===== config.mk =====
export PLATFORM = sky130hd
export DESIGN_NAME = table_stepper
export DESIGN_NICKNAME = d
export VERILOG_FILES = /design/src/rtl/table_stepper.sv
export SDC_FILE = /design/constraint.sdc
export NUM_CORES = 1
export LEC_CHECK = 0
export BUFFER_PORTS_ARGS = -buffer_cell sky130_fd_sc_hd__buf_2
export CORE_UTILIZATION = 55
export DETAILED_ROUTE_END_ITERATION = 10
export PLACE_DENSITY = 0.84
export SYNTH_ARGS = -nofsm -noshare
export SYNTH_HDL_FRONTEND = slang
export SYNTH_SLANG_ARGS = --single-unit

===== constraint.sdc =====
create_clock -name clk -period 5.35 [get_ports clk]
set_input_delay 0.2675 -clock clk [delete_from_list [all_inputs] [get_ports clk]]
set_output_delay 0.2675 -clock clk [all_outputs]
set_load 0.01 [all_outputs]

===== src/rtl/table_stepper.sv =====
// Table stepper: walks the table lines on TTL/software triggers and hands each line to the DDS writer.
// Optional extTrig glitch filter enabled by defining TRIG_GLITCH_FILTER_EN.
module table_stepper #(
  parameter int LINES_W     = 10,
  parameter int FILT_CYCLES = 8
) (
  input  logic               clk,
  input  logic               reset_n,
  input  logic               arm,
  input  logic [1:0]         rcontrol,
  input  logic [LINES_W-1:0] rlines,
  input  logic               extTrig,
  input  logic               softTrig,
  input  logic [6:0]         fifo_empty,
  input  logic [31:0]        fifo_time,
  input  logic               load_ack,
  output logic               load_req,
  output logic               rdreq,
  output logic [LINES_W-1:0] line_idx,
  output logic               busy,
  output logic               done,
  output logic               underrun,
  output logic               trig_overrun
);

  typedef enum logic [2:0] {
    S_IDLE, S_ARM, S_LOAD, S_POP, S_DWELL, S_ARM_AUTO, S_DONE
  } state_t;

  if (FILT_CYCLES < 1 || FILT_CYCLES > 255) begin : gBadFilt
    $error("table_stepper: FILT_CYCLES must be in 1..255");
  end

  logic syncA_q, syncB_q, levelPrev_q, extEdge_q;
  logic extLevel;
  logic trig;

  always_ff @(posedge clk or negedge reset_n) begin
    if (!reset_n) begin
      syncA_q     <= 1'b0;
      syncB_q     <= 1'b0;
      levelPrev_q <= 1'b0;
      extEdge_q   <= 1'b0;
    end else begin
      syncA_q     <= extTrig;
      syncB_q     <= syncA_q;
      levelPrev_q <= extLevel;
      extEdge_q   <= extLevel & ~levelPrev_q;
    end
  end

`ifdef TRIG_GLITCH_FILTER_EN
  localparam logic [7:0] FILT_N = 8'(FILT_CYCLES);
  logic [7:0] filtCnt_q;
  logic       filt_q;

  // Any low sample restarts the run of consecutive highs.
  always_ff @(posedge clk or negedge reset_n) begin
    if (!reset_n) begin
      filtCnt_q <= 8'd0;
      filt_q    <= 1'b0;
    end else if (!syncB_q) begin
      filtCnt_q <= 8'd0;
      filt_q    <= 1'b0;
    end else begin
      if (filtCnt_q != FILT_N) filtCnt_q <= filtCnt_q + 8'd1;
      filt_q <= (filtCnt_q >= FILT_N - 8'd1);
    end
  end

  assign extLevel = filt_q;
`else
  assign extLevel = syncB_q;
`endif

  assign trig = extEdge_q | softTrig;

  state_t             state_q, state_d;
  logic [1:0]         mode_q, mode_d;
  logic [LINES_W-1:0] lines_q, lines_d;
  logic [LINES_W-1:0] idx_q, idx_d;
  logic [31:0]        dwell_q, dwell_d;
  logic               pend_q, pend_d;
  logic               underrun_q, underrun_d;
  logic               overrun_q, overrun_d;
  logic [LINES_W-1:0] idxNext;
  logic               stepMode;

  assign idxNext  = idx_q + LINES_W'(1);
  assign stepMode = (mode_q != 2'd2);

  always_ff @(posedge clk or negedge reset_n) begin
    if (!reset_n) begin
      state_q    <= S_IDLE;
      mode_q     <= 2'd0;
      lines_q    <= '0;
      idx_q      <= '0;
      dwell_q    <= 32'd0;
      pend_q     <= 1'b0;
      underrun_q <= 1'b0;
      overrun_q  <= 1'b0;
    end else begin
      state_q    <= state_d;
      mode_q     <= mode_d;
      lines_q    <= lines_d;
      idx_q      <= idx_d;
      dwell_q    <= dwell_d;
      pend_q     <= pend_d;
      underrun_q <= underrun_d;
      overrun_q  <= overrun_d;
    end
  end

  always_comb begin
    state_d    = state_q;
    mode_d     = mode_q;
    lines_d    = lines_q;
    idx_d      = idx_q;
    dwell_d    = dwell_q;
    pend_d     = pend_q;
    underrun_d = underrun_q;
    overrun_d  = overrun_q;
    load_req   = 1'b0;
    rdreq      = 1'b0;

    case (state_q)
      S_IDLE, S_DONE: begin
        // The decision uses the values being latched this cycle.
        if (arm) begin
          mode_d     = rcontrol;
          lines_d    = rlines;
          idx_d      = '0;
          underrun_d = 1'b0;
          overrun_d  = 1'b0;
          pend_d     = 1'b0;
          state_d    = (rcontrol == 2'd0 || rlines == '0) ? S_DONE : S_ARM;
        end
      end
      S_ARM: begin
        if (trig || pend_q) begin
          pend_d = 1'b0;
          if (|fifo_empty) begin
            underrun_d = 1'b1;
            state_d    = S_DONE;
          end else begin
            state_d = S_LOAD;
          end
        end
      end
      S_ARM_AUTO: begin
        if (|fifo_empty) begin
          underrun_d = 1'b1;
          state_d    = S_DONE;
        end else begin
          state_d = S_LOAD;
        end
      end
      S_LOAD: begin
        load_req = 1'b1;
        if (load_ack) begin
          dwell_d = (fifo_time == 32'd0) ? 32'd1 : fifo_time;
          state_d = S_POP;
        end
      end
      S_POP: begin
        rdreq = 1'b1;
        idx_d = idxNext;
        if (idxNext == lines_q)    state_d = S_DONE;
        else if (mode_q == 2'd2)   state_d = S_DWELL;
        else                       state_d = S_ARM;
      end
      S_DWELL: begin
        if (dwell_q <= 32'd1) state_d = S_ARM_AUTO;
        else                  dwell_d = dwell_q - 32'd1;
      end
      default: state_d = S_IDLE;
    endcase

    // Step mode keeps one trigger in reserve while a line is in flight.
    if (stepMode && trig &&
        (state_q == S_LOAD || state_q == S_POP || state_q == S_DWELL)) begin
      if (pend_q) overrun_d = 1'b1;
      else        pend_d    = 1'b1;
    end
  end

  assign line_idx     = (lines_q != '0 && idx_q >= lines_q) ? (lines_q - LINES_W'(1)) : idx_q;
  assign busy         = (state_q != S_IDLE) && (state_q != S_DONE);
  assign done         = (state_q == S_DONE);
  assign underrun     = underrun_q;
  assign trig_overrun = overrun_q;

endmodule


Yosys cells after proc, flatten, opt, wreduce, memory -nomap -nowiden

Cells that the tools add are included.

Input port bits: 57
Register bits after elaboration: 64
Word-level logic and storage cells: 90
Output and inout port bits: 16
Bits in latches: 0
Bits in read-only memories: 0
Memories kept: 0
Memory bits (writable): 0

Multiply operators: 0
Reduce and logical (&&, ||, !) cells: 24
Div/mod/pow operators: 0
Multiplexer cells: 31
Magnitude comparators: 2
Shift operators: 0
Bitwise operators: 3
Equal/unequal tests: 15
$add $sub $neg: 3

Operators by type and width:

| operator                                                                          | count |
|---|---|
| 32-bit two-way mux                                                                | 3 |
| 32-bit case mux with 2 select lines                                               | 1 |
| 32-bit by 1-bit less-or-equal comparator with 1-bit output, second input constant | 1 |
| 32-bit zero test                                                                  | 1 |
| 32-bit by 1-bit subtractor with 32-bit output, second input constant              | 1 |
| 3-bit two-way mux                                                                 | 8 |
| 10-bit two-way mux                                                                | 2 |
| 10-bit case mux with 2 select lines                                               | 1 |
| 3-bit case mux with 6 select lines                                                | 1 |
| 1-bit two-way mux                                                                 | 13 |
| 2-bit inequality test, second input constant                                      | 6 |
| 10-bit by 1-bit adder with 10-bit output, second input constant                   | 1 |
| 10-bit == test                                                                    | 1 |
| 10-bit >= comparator                                                              | 1 |
| 10-bit zero test                                                                  | 1 |
| 10-bit nonzero test                                                               | 1 |
| 10-bit by 1-bit subtractor with 10-bit output, second input constant              | 1 |
| 3-bit == test, second input constant                                              | 3 |
| 7-bit OR reduction                                                                | 1 |
| 3-bit by 2-bit == test with 1-bit output, second input constant                   | 2 |
| 3-bit AND reduction                                                               | 2 |
| 3-bit nonzero test                                                                | 2 |
| 1-bit logical AND                                                                 | 4 |
| 1-bit logical OR                                                                  | 4 |
| other kinds (14)                                                                  | 16 |

Depth between registers and ports, before layout

Gate-level depths: netlist of run 1.

Depth in word-level cells: 6
Depth in mapped cells: 9
Gate-level depth less buffers: 9

Worst setup path after synthesis of run 1

Ideal clock, no wire load.

Path kind: register -> output
Start point: reg lines_q[7]
End point: out line_idx[2]
Path slack: 2765 ps
Data arrival time: 2318 ps
Path buffers: 1
Cell stages (with the launch flop): 9
Required time: 5083 ps
Cells stage by stage: dfrtp_1 > clkbuf_1 > inv_1 > ha_1 > a21o_1 > a211o_1 > a41o_1 > o211ai_1 > mux2_2

Cells in the longest elaborated chain, start to end: 3
Elaborated cells on any way between the ends: 4
Classes of those cells: order compare (1); mux (1); reduce/logical (2)

Ends and longest elaborated chain:

| item                                                               | line | RTL |
|---|---|---|
| start: declaration                                                 | 80   | `logic [LINES_W-1:0] lines_q, lines_d;` |
| start signal: assignment                                           | 105  | `lines_q <= lines_d;` |
| 10-bit >= comparator / 10-bit nonzero test (equally long branches) | 187  | `assign line_idx = (lines_q != '0 && idx_q >= lines_q) ? (lines_q - LINES_W'(1)) : idx_q;` |
| 1-bit logical AND *                                                | 187  |  |
| 10-bit two-way mux *                                               | 187  |  |
| end: declaration                                                   | 19   | `output logic [LINES_W-1:0] line_idx,` |

Every way passes the cells marked *; elsewhere a longest branch is shown, timed or not.

Final worst setup path of run 1

Start point: reg idx_q[0]
End point: out line_idx[9]

Cells in the longest elaborated chain, start to end: 3

Ends and longest elaborated chain:

| item                     | line | RTL |
|---|---|---|
| start: declaration       | 81   | `logic [LINES_W-1:0] idx_q, idx_d;` |
| start signal: assignment | 106  | `idx_q <= idx_d;` |
| 10-bit >= comparator     | 187  |  |
| 1-bit logical AND        | 187  |  |
| 10-bit two-way mux       | 187  |  |

Every way passes these cells.

==> run_results.csv, run 1 <==
group,metric,value,unit
die,start_util,56.6,%
die,core_area,7690,um^2
detailed_routing,wl_met3,669,um
die,die_y,91.0,um
timing,max_freq,293,MHz
cells_and_area,nets,654,
die,fp-row-count,32,
timing,finalHoldViolations,0,
grt,grt_pass1_wl,18.5,mm
cts,clkLatencyLatePin,0.35,ns
grt,grt_pass1_vias,4056,
cts,hold_buffers,0,
yosys,synthAdderAreaFrac,4.03,%
placement,dpl.hpwl,7.86,mm
timing,rsz0062_at_grt,"no",
yosys,synth-xor-area-share,4.23,%
timing,min_period_over_period,63.8,%
critical_path,cpPeakStageDelay,0.45,ns
placement,pre_cts_ws,2.21,ns
yosys,synth_edf_count,0,
pwr,pwr-share-clk,15.8,%
critical_path,endpoint_kind,"output port",
cts,postCtsSetupRepairBufs,0,
critical_path,path_buf_inv,2,
cts,cts_tree,"done",
yosys,netlist_instances,525,
critical_path,worstPathMaxFanout,9,
cts,cts_resized,0,
pwr,power.total,2560,uW
die,io_pins,73,
yosys,synth_seq_cells,64,
detailed_routing,drt-initial-drc-count,422,
pwr,peakVddDrop,0.352,mV
timing,relSlewSlack,24.2,%
timing,layout_setup_ws,1.94,ns
pwr,power_frac_seq,38.1,%
timing,drv_slew,0,
pwr,switching_share,44.8,%
detailed_routing,avgRoutedWirePerCell,16.4,um
pwr,p_leak,0.00214,uW
die,die-area,8270,um^2
detailed_routing,post_drt_via_cell_ratio,6.31,
yosys,syn_area,4350,um^2
grt,antenna_found_initial,0,
placement,portBuffers,72,
detailed_routing,first_pass_iters,5,
cts,h-tree-depth,3,
critical_path,slowest_stage,"dfrtp_1",
timing,skew,0.0103,ns
timing,hold_ws,0.0245,ns
cells_and_area,multi_input_area,2570,um^2
timing,tightest_slew,1.14,ns
cts,clk_path_buf_depth,2,
yosys,yosysSeqAreaShare,36.8,%
pwr,p_per_area,519,nW/um^2
cells_and_area,diodes,0,
cells_and_area,regArea,1600,um^2
detailed_routing,vias,4333,
yosys,syn_area_per_cell,8.29,um^2
grt,gr-usage-all-layers,27.7,%
pwr,power.switching,1150,uW
detailed_routing,routed_wl,11.3,mm
timing,tns,0,ns
detailed_routing,route.detailed.drc,0,
die,die_x,91.0,um
pwr,internal-power,1410,uW
critical_path,cp_cell_sequence,"inv_1 > ha_1 > nand2b_1 > a21o_1 > a21oi_1 > o21ai_0 > a41o_1 > o211ai_1 > mux2_2 > buf_2",
yosys,synthMuxAreaShare,6.01,%
yosys,synth_compound_area_share,22.2,%
yosys,synth_top_family_by_area,"simple AND/OR/NAND/NOR gates",
detailed_routing,route.met2.wl,5.36,mm
yosys,ys_types,56,
grt,grt_max_degree,65,
cells_and_area,fill_cells,642,
cts,cts-root-buf,"clkbuf_8",
yosys,ys.flop_type,"dfrtp_1",
pwr,share_comb_of_total_power,46.0,%
yosys,async_reset_ff_share,100,%
detailed_routing,antenna_left,0,
grt,grt_overflow,0,
cts,cts_buffers,9,
flow_run,cap_violations,0,
timing,period_needed,3.41,ns
critical_path,crit_arrival,3.14,ns
yosys,syn_nets,596,
detailed_routing,wl_met1,4.96,mm
min_path,hp-class,"input port to flip-flop",
critical_path,critical_path_required,5.08,ns
cts,cts_sinks,64,
timing,setup_viol_count_final,0,
placement,gp_congestion,0.901,
cells_and_area,drive_gt1_share,19.3,%
yosys,yosys.area_share.simple,22.4,%
critical_path,start_kind,"flip-flop",
detailed_routing,top_layer_used,"met4",
outcome,status,"completed",
critical_path,worstSetupPathType,"flip-flop to output port",
critical_path,cpLargestDelayFamily,"compound AO/OA/AOI/OAI gates",
cts,path_clk_slew,0.07,ns
yosys,yosysWarnings,0,
cells_and_area,syn2layout_area_growth,13.2,%
cell usage in the layout, fill, tap and decap left out, types with 5 or more instances in the layout:
cell type  synthesis  layout
a21o_1             5       5
a21oi_1           46      46
buf_2              3      72
clkbuf_8           0      10
dfrtp_1           64      64
ha_1              14      14
inv_1             22      22
mux2_2            17      17
mux2i_1            7       7
nand2_1           24      24
nand2b_1           6       6
nand3_1           22      21
nand4_1           10      10
nor2_1            65      65
nor3_1            22      22
nor4_1            23      23
o21ai_0           64      64
o22a_1             7       7
xnor2_1           14      14
xor2_1             7       7
power by group through the flow:
stage               combinational (uW)  clock [uW]  sequential (uW)
detailed placement                1150           0              972
floorplan                          953           0              861
global route                      1310         426             1010
finish                            1180         405              975
global placement                  1100           0              952
CTS                               1170         410              965
cells in the mapped netlist, types with 10 or more instances:
cell type / n / area share (%)
nor4_1: 23 / 3.3
nand2_1: 24 / 2.1
xnor2_1: 14 / 2.8
nand4_1: 10 / 1.4
nand3_1: 22 / 2.5
dfrtp_1: 64 / 37
inv_1: 22 / 1.9
o21ai_0: 64 / 7.4
clkbuf_1: 23 / 2.0
nor2_1: 65 / 5.6
a21oi_1: 46 / 5.3
ha_1: 14 / 4.0
mux2_2: 17 / 4.4
nor3_1: 22 / 2.5
cell type report:
class                           instances  area share, %
Clock buffer                           12           2.95
Clock inverter                          1          0.610
Inverter                               23           1.75
Multi-Input combinational cell        412           52.1
Sequential cell                        64           32.5
Tap cell                              102           2.59
Timing Repair Buffer                   73           7.47
worst reg2reg max path, cell delays in order (launching register included):
cell,delay (ns)
dfrtp_1,0.43
or4_4,0.57
or4_4,0.48
nor4_4,0.29
a21oi_2,0.16
a21oi_4,0.76
nor3_1,0.10
a211o_1,0.30
state kept, by name (all words and copies together) (netlist names):
signal	flops
underrun	1
dwell_q	32
extEdge_q	1
idx_q	10
levelPrev_q	1
pend_q	1
extLevel	1
state_q	3
mode_q	2
syncA_q	1
lines_q	10
trig_overrun	1
routing by layer:
layer	GRT usage [%]	vias up
met3	3.94	31
li1	-	2051
met2	45.1	190
met5	0	-
met4	12.6	0
met1	36.8	2061
path summary, 6_finish.rpt:
kind / startpoint / endpoint / slack, ns / cells after the start
min in group asynchronous: reset_n / dwell_q[7] / 0.08 / 2
worst min-delay path: extTrig / syncA_q / 0.02 / 1
worst min register to register: syncA_q / extLevel / 0.36 / 0
worst max register to register: dwell_q[14] / dwell_q[0] / 2.16 / 7
worst max-delay path: idx_q[0] / line_idx[9] / 1.94 / 10
max in group asynchronous: reset_n / dwell_q[28] / 4.70 / 2
cells by family (layout without fill, tap and decap cells):
kind of cell	Yosys count	after routing
compound gates	160	160
mux	24	24
flops	64	64
simple gates	193	193
fa+ha+maj	14	14
buf+inv	49	109
xor+xnor	21	21
stage by stage:
stage | utilization, % | instances | area [um^2]
after floorplan | - | 525 | 4350
after global placement | 61.8 | 674 | 4750
after detailed placement | 61.8 | 674 | 4750
after CTS | 64.1 | 687 | 4930
after global routing | 64.1 | 687 | 4930
final | 64.1 | 687 | 4930
(Power assumes the default switching activity.)
==> run 2, diff against run 1 <==
--- a/config.mk
+++ b/config.mk
@@ -6,7 +6,7 @@
 export NUM_CORES = 1
 export LEC_CHECK = 0
 export BUFFER_PORTS_ARGS = -buffer_cell sky130_fd_sc_hd__buf_2
-export CORE_UTILIZATION = 55
+export CORE_UTILIZATION = 52
 export DETAILED_ROUTE_END_ITERATION = 10
 export PLACE_DENSITY = 0.84
 export SYNTH_ARGS = -nofsm -noshare
==> constraint.sdc (replaced) <==
create_clock -name clk -period 2.9 [get_ports clk]
set_input_delay 0.145 -clock clk [delete_from_list [all_inputs] [get_ports clk]]
set_output_delay 0.145 -clock clk [all_outputs]
set_load 0.01 [all_outputs]
==> run 2 against run 1 <==
  * Power up 89%
  * Sequential share of layout area down 1.3 points
  * First-iteration DRC count down 0.95%
  * Clock power up 75%
  * Count of clock-buffer cells in the layout down 1
  * Global-route usage down 0.82 points
  * Via count up 1.2%
  * Combinational power up 100%
  * Largest cell class unchanged
  * Largest power group unchanged
==> run_results.csv, run 2 (same netlist as run 1, synthesis figures left out) <==
group,metric,value,unit
outcome,status,"completed",
critical_path,path_buf_inv,2,
die,io_pins,73,
critical_path,critical_path_required,2.76,ns
cts,cts_buffers,9,
pwr,power_frac_seq,36.2,%
cts,clk_path_buf_depth,2,
grt,grt_pass1_vias,3979,
detailed_routing,route.detailed.drc,0,
grt,grt_overflow,0,
min_path,hp-class,"input port to flip-flop",
timing,relSlewSlack,48.5,%
cells_and_area,final_cell_mix,"buf_2, nor2_1, o21ai_0",
cts,clkLatencyLatePin,0.35,ns
timing,rsz0062_at_grt,"no",
timing,min_period_over_period,96.8,%
timing,drv_slew,0,
die,die_x,93.5,um
critical_path,start_kind,"flip-flop",
cells_and_area,fill_cells,688,
cells_and_area,drive_gt1_share,23.8,%
cts,cts_tree,"done",
pwr,share_comb_of_total_power,49.1,%
detailed_routing,routed_wl,11.4,mm
critical_path,cpPeakStageDelay,0.41,ns
timing,setup_viol_count_final,0,
pwr,internal-power,2670,uW
grt,grt_max_degree,52,
critical_path,crit_arrival,2.66,ns
die,fp-row-count,33,
grt,antenna_found_initial,0,
cells_and_area,nets,679,
timing,max_freq,356,MHz
flow_run,cap_violations,0,
timing,tightest_slew,0.773,ns
critical_path,worstPathMaxFanout,6,
die,die-area,8740,um^2
detailed_routing,post_drt_via_cell_ratio,6.10,
cells_and_area,multi_input_area,2580,um^2
cells_and_area,largest_reg_flops,32,
placement,dpl.hpwl,8.41,mm
cells_and_area,syn2layout_area_growth,18.1,%
critical_path,worstSetupPathType,"flip-flop to output port",
die,die_y,93.5,um
timing,finalHoldViolations,0,
timing,period_needed,2.81,ns
pwr,power.switching,2160,uW
placement,portBuffers,72,
critical_path,cpLargestDelayFamily,"compound AO/OA/AOI/OAI gates",
pwr,switching_share,44.7,%
cells_and_area,regArea,1610,um^2
detailed_routing,first_pass_iters,5,
critical_path,slowest_stage,"dfrtp_2",
cells_and_area,layout_commonest_cell,"buf_2",
detailed_routing,avgRoutedWirePerCell,15.9,um
grt,gr-usage-all-layers,26.9,%
die,core_area,8180,um^2
timing,skew,0.0106,ns
cells_and_area,fin_area,5140,um^2
critical_path,endpoint_kind,"output port",
cells_and_area,regMostFlops,"dwell_q",
critical_path,cp_cell_sequence,"ha_1 > nand2b_1 > a21o_1 > a21oi_2 > o21ai_1 > a41o_1 > o211ai_1 > buf_4 > mux2_2 > buf_2",
placement,gp_congestion,0.878,
timing,tns,0,ns
cts,path_clk_slew,0.07,ns
grt,grt_pass1_wl,18.5,mm
cts,h-tree-depth,3,
cells_and_area,diodes,0,
pwr,p_leak,0.00225,uW
cells_and_area,reg.largest.list,"dwell_q x32, idx_q x10, lines_q x10",
cts,cts_sinks,64,
placement,placed_area,4860,um^2
detailed_routing,antenna_left,0,
pwr,peakVddDrop,0.480,mV
detailed_routing,vias,4383,
cts,cts-root-buf,"clkbuf_8",
detailed_routing,drt-initial-drc-count,418,
die,start_util,53.2,%
pwr,pwr-share-clk,14.7,%
pwr,p_per_area,940,nW/um^2
==> run 2: cell types whose count changed in the layout (fill, tap and decap cells not counted), moves of 2 or more <==
cell,before,now
buf_4,1,23
dfrtp_1,64,60
dfrtp_2,0,4
clkinv_2,0,3
a21oi_2,1,3
clkbuf_1,2,0
dlygate4sd3_1,0,2
==> run 2: final cells by class <==
class,count,area share (%)
Clock buffer,11,2.95
Sequential cell,64,31.3
Tap cell,105,2.56
Timing Repair Buffer,97,10.8
Multi-Input combinational cell,413,50.2
Inverter,23,1.68
Clock inverter,5,0.609
==> run 2: power by group through the flow <==
| stage | clock, uW | sequential, uW | combinational (uW) |
|---|---|---|---|
| global placement | 0 | 1730 | 2140 |
| CTS | 714 | 1730 | 2300 |
| global route | 761 | 1800 | 2630 |
| floorplan | 0 | 1590 | 1760 |
| detailed placement | 0 | 1760 | 2250 |
| finish | 709 | 1750 | 2380 |
==> run 2: per-layer routing <==
layer	part of all wire, %	GRT usage (%)
met2	48	44.7
met5	0	0
met1	43	35.2
met4	1.9	8.97
met3	6.4	5.04
==> run 2: repair_timing <==
| action | in CTS | in global routing |
|---|---|---|
| setup buffers | 5 | 3 |
| pin swaps | 1 | 2 |
| hold endpoints to repair | 33 | 0 |
| setup endpoints to repair | 9 | 9 |
| resized for setup | 1 | 5 |
| hold buffers | 2 | 0 |
| gates cloned | 0 | 1 |
==> run 2: metrics by stage <==
| stage | worst slack [ns] | utilization [%] | instances | hold slack (ns) | power (uW) |
|---|---|---|---|---|---|
| final | 0.0925 | 62.9 | 718 | 0.0500 | 4830 |
| after global routing | 0.0132 | 62.9 | 718 | 0.0437 | 5200 |
| after CTS | 0.0456 | 62.4 | 714 | 0.0424 | 4750 |
| after detailed placement | 0.102 | 59.4 | 691 | 0.255 | 4010 |
| after global placement | 0.252 | 59.4 | 691 | 0.264 | 3880 |
| after floorplan | 0.350 | - | 525 | -0.151 | 3350 |
==> run 2: path summary, 6_finish.rpt <==
check / startpoint / depth (start not counted) / slack [ns] / to
min reg2reg: extLevel / 0 / 0.37 / levelPrev_q
min in group asynchronous: reset_n / 2 / 0.41 / pend_q
min: rlines[6] / 2 / 0.05 / lines_q[6]
max: lines_q[0] / 10 / 0.09 / line_idx[2]
max in group asynchronous: reset_n / 3 / 1.75 / lines_q[3]
max reg2reg: dwell_q[12] / 8 / 0.29 / dwell_q[3]
